**config.mk**
```make
export PLATFORM = sky130hd
export DESIGN_NAME = glitch_monitor
export DESIGN_NICKNAME = d
export VERILOG_FILES = /design/src/rtl/glitch_pkg.sv /design/src/rtl/sync_2ff.sv /design/src/rtl/glitch_monitor.sv
export SDC_FILE = /design/constraint.sdc
export NUM_CORES = 1
export LEC_CHECK = 0
export BUFFER_PORTS_ARGS = -buffer_cell sky130_fd_sc_hd__buf_2
export CELL_PAD_IN_SITES_DETAIL_PLACEMENT = 0
export CELL_PAD_IN_SITES_GLOBAL_PLACEMENT = 2
export CORE_MARGIN = 2
export CORE_UTILIZATION = 38
export DETAILED_ROUTE_END_ITERATION = 10
export GPL_TIMING_DRIVEN = 1
export PLACE_DENSITY_LB_ADDON = 0.1
export SLEW_MARGIN = 5
export SYNTH_ARGS = -nofsm -noshare
export SYNTH_HDL_FRONTEND = slang
export SYNTH_SLANG_ARGS = --single-unit
```
**constraint.sdc**
```tcl
create_clock -name clk -period 3.6 [get_ports clk]
set_clock_uncertainty 0.2 [all_clocks]
set_input_delay 0.54 -clock clk [delete_from_list [all_inputs] [get_ports clk]]
set_output_delay 0.54 -clock clk [all_outputs]
set_load 0.03 [all_outputs]
```
**src/rtl/glitch_pkg.sv**
```systemverilog
// glitch_pkg: types and constants shared by the glitch generator and glitch_monitor.
package glitch_pkg;

    // Measurement FSM encoding (3 bits)
    typedef enum logic [2:0] {
        ST_IDLE     = 3'd0,
        ST_ARMED    = 3'd1,
        ST_PULSE    = 3'd2,
        ST_REPORT   = 3'd3,
        ST_WAIT_LOW = 3'd4
    } state_e;

    // Default glitch-width field width, common to generator and monitor
    localparam int DEFAULT_WIDTH_W = 16;

endpackage

```
**src/rtl/sync_2ff.sv**
```systemverilog
// sync_2ff: single-bit two-flop synchronizer, both flops cleared by rst_n.
module sync_2ff (
    input  logic clk,
    input  logic rst_n,
    input  logic d,
    output logic q
);

    logic meta;

    // Two-stage capture of an asynchronous level
    always_ff @(posedge clk or negedge rst_n) begin
        if (!rst_n) begin
            meta <= 1'b0;
            q    <= 1'b0;
        end else begin
            meta <= d;
            q    <= meta;
        end
    end

endmodule

```
**src/rtl/glitch_monitor.sv**
```systemverilog
// glitch_monitor: per trigger, measures cycles from arm to glitch onset and the
// glitch width, then offers the result over valid/ready.
// Build option: GLITCH_MONITOR_SYNC_EN puts trigger and glitch through 2-flop
// synchronizers (equal latency on both, so measured values do not change).
module glitch_monitor
    import glitch_pkg::*;
#(
    parameter int          DELAY_W = 32,
    parameter int          WIDTH_W = DEFAULT_WIDTH_W,
    parameter logic [31:0] TIMEOUT = 32'd0
) (
    input  logic               clk,
    input  logic               rst_n,
    input  logic               trigger,
    input  logic               glitch,
    output logic               result_valid,
    input  logic               result_ready,
    output logic [DELAY_W-1:0] delay_count,
    output logic [WIDTH_W-1:0] width_count,
    output logic               timed_out,
    output logic               overflow,
    output logic               busy
);

    localparam logic [DELAY_W-1:0] DLY_MAX = '1;
    localparam logic [DELAY_W-1:0] DLY_ONE = DELAY_W'(1);
    localparam logic [DELAY_W-1:0] DLY_TMO = DELAY_W'(TIMEOUT);
    localparam logic [WIDTH_W-1:0] WID_MAX = '1;
    localparam logic [WIDTH_W-1:0] WID_ONE = WIDTH_W'(1);

    logic               trig_s, glit_s;
    state_e             state, state_nxt;
    logic [DELAY_W-1:0] dly_cnt, dly_inc;
    logic [WIDTH_W-1:0] wid_cnt, wid_inc;
    logic               timeout_hit;

`ifdef GLITCH_MONITOR_SYNC_EN
    sync_2ff u_sync_trig (.clk(clk), .rst_n(rst_n), .d(trigger), .q(trig_s));
    sync_2ff u_sync_glit (.clk(clk), .rst_n(rst_n), .d(glitch),  .q(glit_s));
`else
    assign trig_s = trigger;
    assign glit_s = glitch;
`endif

    assign dly_inc     = dly_cnt + DLY_ONE;
    assign wid_inc     = wid_cnt + WID_ONE;
    assign timeout_hit = (TIMEOUT != 32'd0) && (dly_cnt == DLY_TMO);

    // State register
    always_ff @(posedge clk or negedge rst_n) begin
        if (!rst_n) state <= ST_IDLE;
        else        state <= state_nxt;
    end

    // Next-state: abort beats glitch beats timeout while armed
    always_comb begin
        state_nxt = state;
        case (state)
            ST_IDLE:     if (trig_s) state_nxt = ST_ARMED;
            ST_ARMED: begin
                if (!trig_s)         state_nxt = ST_IDLE;
                else if (glit_s)     state_nxt = ST_PULSE;
                else if (timeout_hit) state_nxt = ST_REPORT;
            end
            ST_PULSE:    if (!glit_s) state_nxt = ST_REPORT;
            ST_REPORT:   if (result_ready) state_nxt = ST_WAIT_LOW;
            ST_WAIT_LOW: if (!trig_s) state_nxt = ST_IDLE;
            default:     state_nxt = ST_IDLE;
        endcase
    end

    // Saturating counters and registered result/status outputs
    always_ff @(posedge clk or negedge rst_n) begin
        if (!rst_n) begin
            dly_cnt      <= '0;
            wid_cnt      <= '0;
            delay_count  <= '0;
            width_count  <= '0;
            timed_out    <= 1'b0;
            overflow     <= 1'b0;
            result_valid <= 1'b0;
            busy         <= 1'b0;
        end else begin
            busy         <= (state_nxt != ST_IDLE);
            result_valid <= (state_nxt == ST_REPORT);
            case (state)
                ST_ARMED: begin
                    if (!trig_s) begin
                        dly_cnt <= '0;
                    end else if (glit_s) begin
                        delay_count <= dly_cnt;
                        wid_cnt     <= WID_ONE;
                        if (WID_ONE == WID_MAX) overflow <= 1'b1;
                    end else if (timeout_hit) begin
                        timed_out   <= 1'b1;
                        delay_count <= DLY_TMO;
                        width_count <= '0;
                    end else if (dly_cnt != DLY_MAX) begin
                        dly_cnt <= dly_inc;
                        if (dly_inc == DLY_MAX) overflow <= 1'b1;
                    end
                end
                ST_PULSE: begin
                    if (!glit_s) begin
                        width_count <= wid_cnt;
                    end else if (wid_cnt != WID_MAX) begin
                        wid_cnt <= wid_inc;
                        if (wid_inc == WID_MAX) overflow <= 1'b1;
                    end
                end
                default: begin
                    dly_cnt <= '0;
                    wid_cnt <= '0;
                    // Fresh measurement: clear sticky status on ARMED entry
                    if (state == ST_IDLE && trig_s) begin
                        timed_out <= 1'b0;
                        overflow  <= 1'b0;
                    end
                end
            endcase
        end
    end

endmodule

```
==> results.py, run 1 <==
metrics = {
    "cts": {
        "clock_sinks": 102,
        "cts_root_buf": "clkbuf_16",
        "insertion_delay_ns": 0.35,
        "cts-resized-gates": 0,
        "cts_tree": "yes",
        "holdBufCountCts": 0,
        "cts_buffers": 9,
        "cts_buffer_depth": 2,
        "cts.clk_slew.worst_paths_ns": 0.07,
        "post-cts-setup-buffer-count": 0,
        "h-tree-depth": 3,
    },
    "global_route": {
        "antenna_found_initial": 0,
        "grtUsageMet2": 0.254,
        "grtUsageTotal": 0.183,
        "grt_pass1_vias": 3901,
        "grt_use_met3": 0.0412,
        "grt_pass1_wl_um": 21200,
        "use_met1": 0.282,
        "grt_max_degree": 53,
        "top_usage_layer": "met1",
        "grt_overflow": 0,
    },
    "synthesis": {
        "ys_warn_count": 0,
        "synth-simple-area-share": 0.189,
        "ys_seq_area_frac": 0.485,
        "ys_seq_elements": 102,
        "syn-cell-area_um2": 5270,
        "synth_async_sr_flop_share": 1.00,
        "synth_top_family_by_area": "simple AND/OR/NAND/NOR gates",
        "syn_inst": 532,
        "synthMuxAreaShare": 0.0984,
        "syn-num-nets": 541,
        "synth_edf_count": 0,
        "synth_xor_area_frac": 0.0233,
        "syn_avg_cell_area_um2": 9.90,
        "ys.flop_type": "dfrtp_1",
        "synthAdderAreaFrac": 0.00950,
        "synth.distinct_cells": 49,
        "synth_compound_area_frac": 0.153,
    },
    "worst_setup_path": {
        "startpoint_type": "flop",
        "rr_startpoint": "dly_cnt[1]",
        "rrSetupSlack_ns": 0.58,
        "max_stage_delay_ns": 0.62,
        "startpoint": "dly_cnt[1]",
        "crit_arrival_ns": 3.07,
        "path_buf_inv": 1,
        "critical_path.top_delay_family": "simple AND/OR/NAND/NOR gates",
        "end_kind": "flop",
        "r2r_end": "dly_cnt[6]",
        "slowest_stage": "nor4_4",
        "cp_max_fo": 25,
        "rr_worst_depth": 8,
        "crit_type": "reg2reg",
        "path_cells": "ha_1 > nand3_4 > nor4_4 > nand4_2 > o31ai_4 > buf_4 > o21ai_0 > o41ai_1",
        "crit_required_ns": 3.64,
    },
    "timing": {
        "period_needed_ns": 3.02,
        "worst_pin_slew_ns": 0.943,
        "relSlewSlack": 0.371,
        "fin_crit_sh": 0.840,
        "fmaxAchievable_mhz": 331,
        "setup_viol": 0,
        "rsz0062_at_grt": "no",
        "setup_tns_ns": 0,
        "hold_violations": 0,
        "drv_slew": 0,
    },
    "route": {
        "final_antenna_net_count": 0,
        "drt-wirelength-per-cell_um": 16.9,
        "vias": 4157,
        "first_iter_violations": 307,
        "via_per_inst": 5.49,
        "drt_first_pass_iters": 4,
        "drc": 0,
        "routed_wl_um": 12800,
    },
    "die": {
        "die_w_um": 122,
        "die-height_um": 122,
        "rows": 43,
        "dieArea_um2": 14800,
        "coreArea_um2": 13700,
        "io_pins": 57,
        "start_util": 0.384,
    },
    "final_layout": {
        "final_common_cell": "dfrtp_1",
        "utilization": 0.440,
        "antennaDiodeCount": 0,
        "area_growth_pct": 14.6,
        "drive_gt1_frac": 0.248,
        "layout.cells.non_filler": 757,
        "nNetsFinal": 581,
        "final_cell_mix": "102 x dfrtp_1, 72 x o21ai_0, 54 x buf_2, 46 x mux2_2, 44 x nand2_1",
    },
    "hold_path": {
        "hp-class": "in2async",
    },
    "placed_design": {
        "dpl.hpwl_um": 8790,
        "dp_cells": 741,
        "gp_congestion": 0.767,
        "port_buffers": 55,
    },
    "pwr": {
        "p_per_area_nw_per_um2": 508,
        "ir_drop_mv": 0.212,
        "finalPower_mw": 3.07,
        "leakage_nw": 2.79,
    },
    "run": {
        "maxCapViolations": 0,
    },
    "run_status": {
        "outcome": "finished clean",
    },
}
## where the power goes
| group | switching, mW | internal [mW] | total (mW) |
|---|---|---|---|
| logic | 0.501 | 0.234 | 0.735 |
| registers | 0.0598 | 1.20 | 1.26 |
| clock network | 0.443 | 0.626 | 1.07 |
## flip-flops by register name, indices dropped and copies added (netlist names)
name / cells
overflow: 1
state: 3
wid_cnt: 16
dly_cnt: 32
width_count: 16
busy: 1
delay_count: 32
result_valid: 1
## how the worst max path moves through the flow
stage	to	cells past startpoint
3_5_place_dp	dly_cnt[6]	8
6_report	dly_cnt[6]	8
4_1_cts	dly_cnt[6]	8
2_1_floorplan	dly_cnt[30]	9
5_1_grt	overflow	8
3_3_place_gp	dly_cnt[6]	8
## cell families after synthesis
| logic type | after synthesis |
|---|---|
| DFF | 102 |
| other | 1 |
| xor gates and xnor gates | 14 |
| and+or+nand+nor | 180 |
| muxes | 46 |
| adders and majority gates | 4 |
| AOI/OAI and AO/OA | 136 |
| buffers and inverters | 49 |
## area by class of cell
type	count	area [um^2]
clock inverters	6	85.1
well taps	180	225
repair buffers	69	395
clock buffers	10	239
flip-flops and latches	102	2550
inverters	9	33.8
fillers	1345	7680
multi-input cells	381	2500
## Yosys cell counts (4+ instances only)
master    number  share of area
nor2_1        30          0.021
nor3_1         5         0.0048
and3_1        12          0.014
nand2_1       44          0.031
nand3_1       21          0.020
nor4_1         7         0.0083
o31ai_1       18          0.026
a31oi_1       18          0.021
nor3b_1        4         0.0057
nand2b_1       5         0.0059
a21oi_1       13          0.012
o21ai_0       72          0.068
xnor2_1        9          0.015
inv_1          9         0.0064
ha_1           4         0.0095
and2_1         8         0.0095
xor2_1         5         0.0083
mux2_2        46          0.098
buf_2         11          0.010
dfrtp_1      102           0.48
clkbuf_1      22          0.016
nor2b_1        5         0.0059
nand4_1       19          0.023
and4_1         6          0.010
## per-layer routing
layer,vias to the layer above,routed length (um),part of all wire
met5,-,0,0
met4,0,199,0.016
met3,16,582,0.046
met2,100,5260,0.41
met1,2016,6740,0.53
li1,2025,-,-
## stage by stage
stage	setup WS [ns]	area [um^2]	hold WS, ns
finish	0.578	6040	0.00970
detailed placement	0.597	5710	0.267
global route	0.323	6040	0.0586
floorplan	0.988	5270	0.0444
CTS	0.603	6040	0.0505
global placement	0.695	5710	0.256
Power figures use the tool's default switching activity.
==> run 2: changes to the inputs <==
--- a/config.mk
+++ b/config.mk
@@ -9,7 +9,7 @@
 export CELL_PAD_IN_SITES_DETAIL_PLACEMENT = 0
 export CELL_PAD_IN_SITES_GLOBAL_PLACEMENT = 2
 export CORE_MARGIN = 2
-export CORE_UTILIZATION = 38
+export CORE_UTILIZATION = 34
 export DETAILED_ROUTE_END_ITERATION = 10
 export GPL_TIMING_DRIVEN = 1
 export PLACE_DENSITY_LB_ADDON = 0.1
==> constraint.sdc (replaced) <==
create_clock -name clk -period 2.6 [get_ports clk]
set_clock_uncertainty 0.2 [all_clocks]
set_input_delay 0.39 -clock clk [delete_from_list [all_inputs] [get_ports clk]]
set_output_delay 0.39 -clock clk [all_outputs]
set_load 0.03 [all_outputs]
==> results.py, run 2 (synthesis results as in run 1) <==
metrics = {
    "worst_setup_path": {
        "cp_max_fo": 10,
        "slowest_stage": "dfrtp_1",
        "path_cells": "nand4_4 > nor4_4 > buf_4 > nand4_2 > o31ai_4 > or2_2 > o21ai_0",
        "crit_arrival_ns": 2.48,
        "rr_worst_depth": 7,
        "startpoint_type": "flop",
        "crit_type": "reg2reg",
        "max_stage_delay_ns": 0.42,
        "end_kind": "flop",
        "crit_required_ns": 2.62,
    },
    "pwr": {
        "ir_drop_mv": 0.370,
        "switchingPower_mw": 1.41,
        "comb_power_share": 0.273,
        "leakage_nw": 3.07,
        "p_per_area_nw_per_um2": 642,
        "p_clk_frac": 0.314,
        "power_frac_seq": 0.413,
        "p_sw_frac": 0.340,
        "internal-power_mw": 2.74,
    },
    "timing": {
        "fmaxAchievable_mhz": 408,
        "worst_pin_slew_ns": 0.548,
        "setup_viol": 0,
        "whs_ns": 0.128,
        "fin_crit_sh": 0.944,
        "drv_slew": 0,
        "period_needed_ns": 2.45,
        "hold_violations": 0,
        "relSlewSlack": 0.634,
    },
    "final_layout": {
        "nNetsFinal": 634,
        "area_growth_pct": 22.9,
        "nFillCells": 1507,
        "utilization": 0.427,
        "final_common_cell": "dfrtp_1",
        "antennaDiodeCount": 0,
        "final_cell_mix": "100 x dfrtp_1, 71 x o21ai_0, 65 x buf_4, 54 x buf_2, 46 x mux2_2",
        "drive_gt1_frac": 0.321,
        "top_regs": "delay_count x32, dly_cnt x32",
    },
    "die": {
        "dieArea_um2": 16500,
        "coreArea_um2": 15100,
        "rows": 45,
        "io_pins": 57,
        "start_util": 0.348,
        "die_w_um": 128,
        "die-height_um": 128,
    },
    "cts": {
        "cts.clk_slew.worst_paths_ns": 0.07,
        "h-tree-depth": 3,
        "insertion_delay_ns": 0.35,
        "clock_sinks": 102,
        "cts_tree": "yes",
        "cts_buffers": 9,
        "cts_root_buf": "clkbuf_16",
        "cts_buffer_depth": 2,
    },
    "route": {
        "routed_wl_um": 14000,
        "drt_first_pass_iters": 5,
        "via_per_inst": 5.39,
        "vias": 4409,
        "final_antenna_net_count": 0,
        "first_iter_violations": 297,
        "drt-wirelength-per-cell_um": 17.1,
        "drc": 0,
    },
    "hold_path": {
        "hp-class": "in2reg",
        "hold_depth": 2,
    },
    "placed_design": {
        "port_buffers": 55,
        "gp_congestion": 0.806,
        "dpl.hpwl_um": 9760,
    },
    "global_route": {
        "grt_pass1_vias": 4183,
        "grt_pass1_wl_um": 23200,
        "grt_max_degree": 46,
        "grt_overflow": 0,
        "antenna_found_initial": 0,
        "grtUsageTotal": 0.181,
    },
    "run_status": {
        "outcome": "finished clean",
    },
    "run": {
        "maxCapViolations": 0,
    },
}
## run 2: final cells by class
cell class / instances / area (um^2) / share of cell area
Multi-Input combinational cell: 381 / 2560 / 0.396
Clock buffer: 12 / 246 / 0.0381
Sequential cell: 102 / 2550 / 0.395
Inverter: 9 / 33.8 / 0.00522
Timing Repair Buffer: 122 / 808 / 0.125
Clock inverter: 4 / 32.5 / 0.00503
Tap cell: 188 / 235 / 0.0363
## run 2: worst max-delay path, delay by kind of cell (launching register included)
kind	cells	cell delay [ns]
compound gates	2	0.44
flops	1	0.42
simple gates	4	1.09
buf+inv	1	0.18
## run 2: worst paths after layout
| check | startpoint | endpoint | slack, ns |
|---|---|---|---|
| hold / removal | result_ready | state[2] | 0.13 |
| setup reg to reg | dly_cnt[13] | dly_cnt[13] | 0.15 |
| max in group asynchronous | rst_n | dly_cnt[7] | 1.30 |
| setup / recovery | dly_cnt[13] | dly_cnt[13] | 0.15 |
| min in group asynchronous | rst_n | width_count[3] | 0.31 |
| hold reg to reg | delay_count[0] | delay_count[0] | 0.27 |
## run 2: layer usage
layer	global-route usage	up-vias	part of all wire
met2	0.260	98	0.43
met5	0	-	0
met4	0.0659	0	0.014
met1	0.275	2165	0.52
met3	0.0249	13	0.037
li1	-	2133	-
## run 2: per-stage QoR
step / power (mW) / worst slack, ns / instance area (um^2) / setup TNS, ns / cells
final: 4.15 / 0.146 / 6470 / 0 / 818
after global routing: 4.41 / -0.00220 / 6470 / -0.00220 / 818
after CTS: 4.22 / 0.0148 / 6400 / 0 / 815
after detailed placement: 2.89 / -0.0728 / 6090 / -0.0728 / 796
after global placement: 2.88 / -0.0398 / 6090 / -0.0398 / 796
after floorplan: 2.45 / 0.126 / 5270 / 0 / 532
## run 2: what timing repair did
item | in CTS | in global routing
endpoints found under the setup margin | 1 | 6
pin swaps | 2 | 6
endpoints found under the hold margin | 24 | 0
hold buffers | 1 | 0
buffers inserted | 2 | 3
cloned | 0 | 0
resized for setup | 2 | 11
## run 2: power groups by stage
stage	registers [mW]	clock network [mW]	logic (mW)
CTS	1.72	1.36	1.14
floorplan	1.84	0	0.617
global route	1.73	1.41	1.27
detailed placement	1.75	0	1.14
finish	1.72	1.30	1.13
global placement	1.74	0	1.14
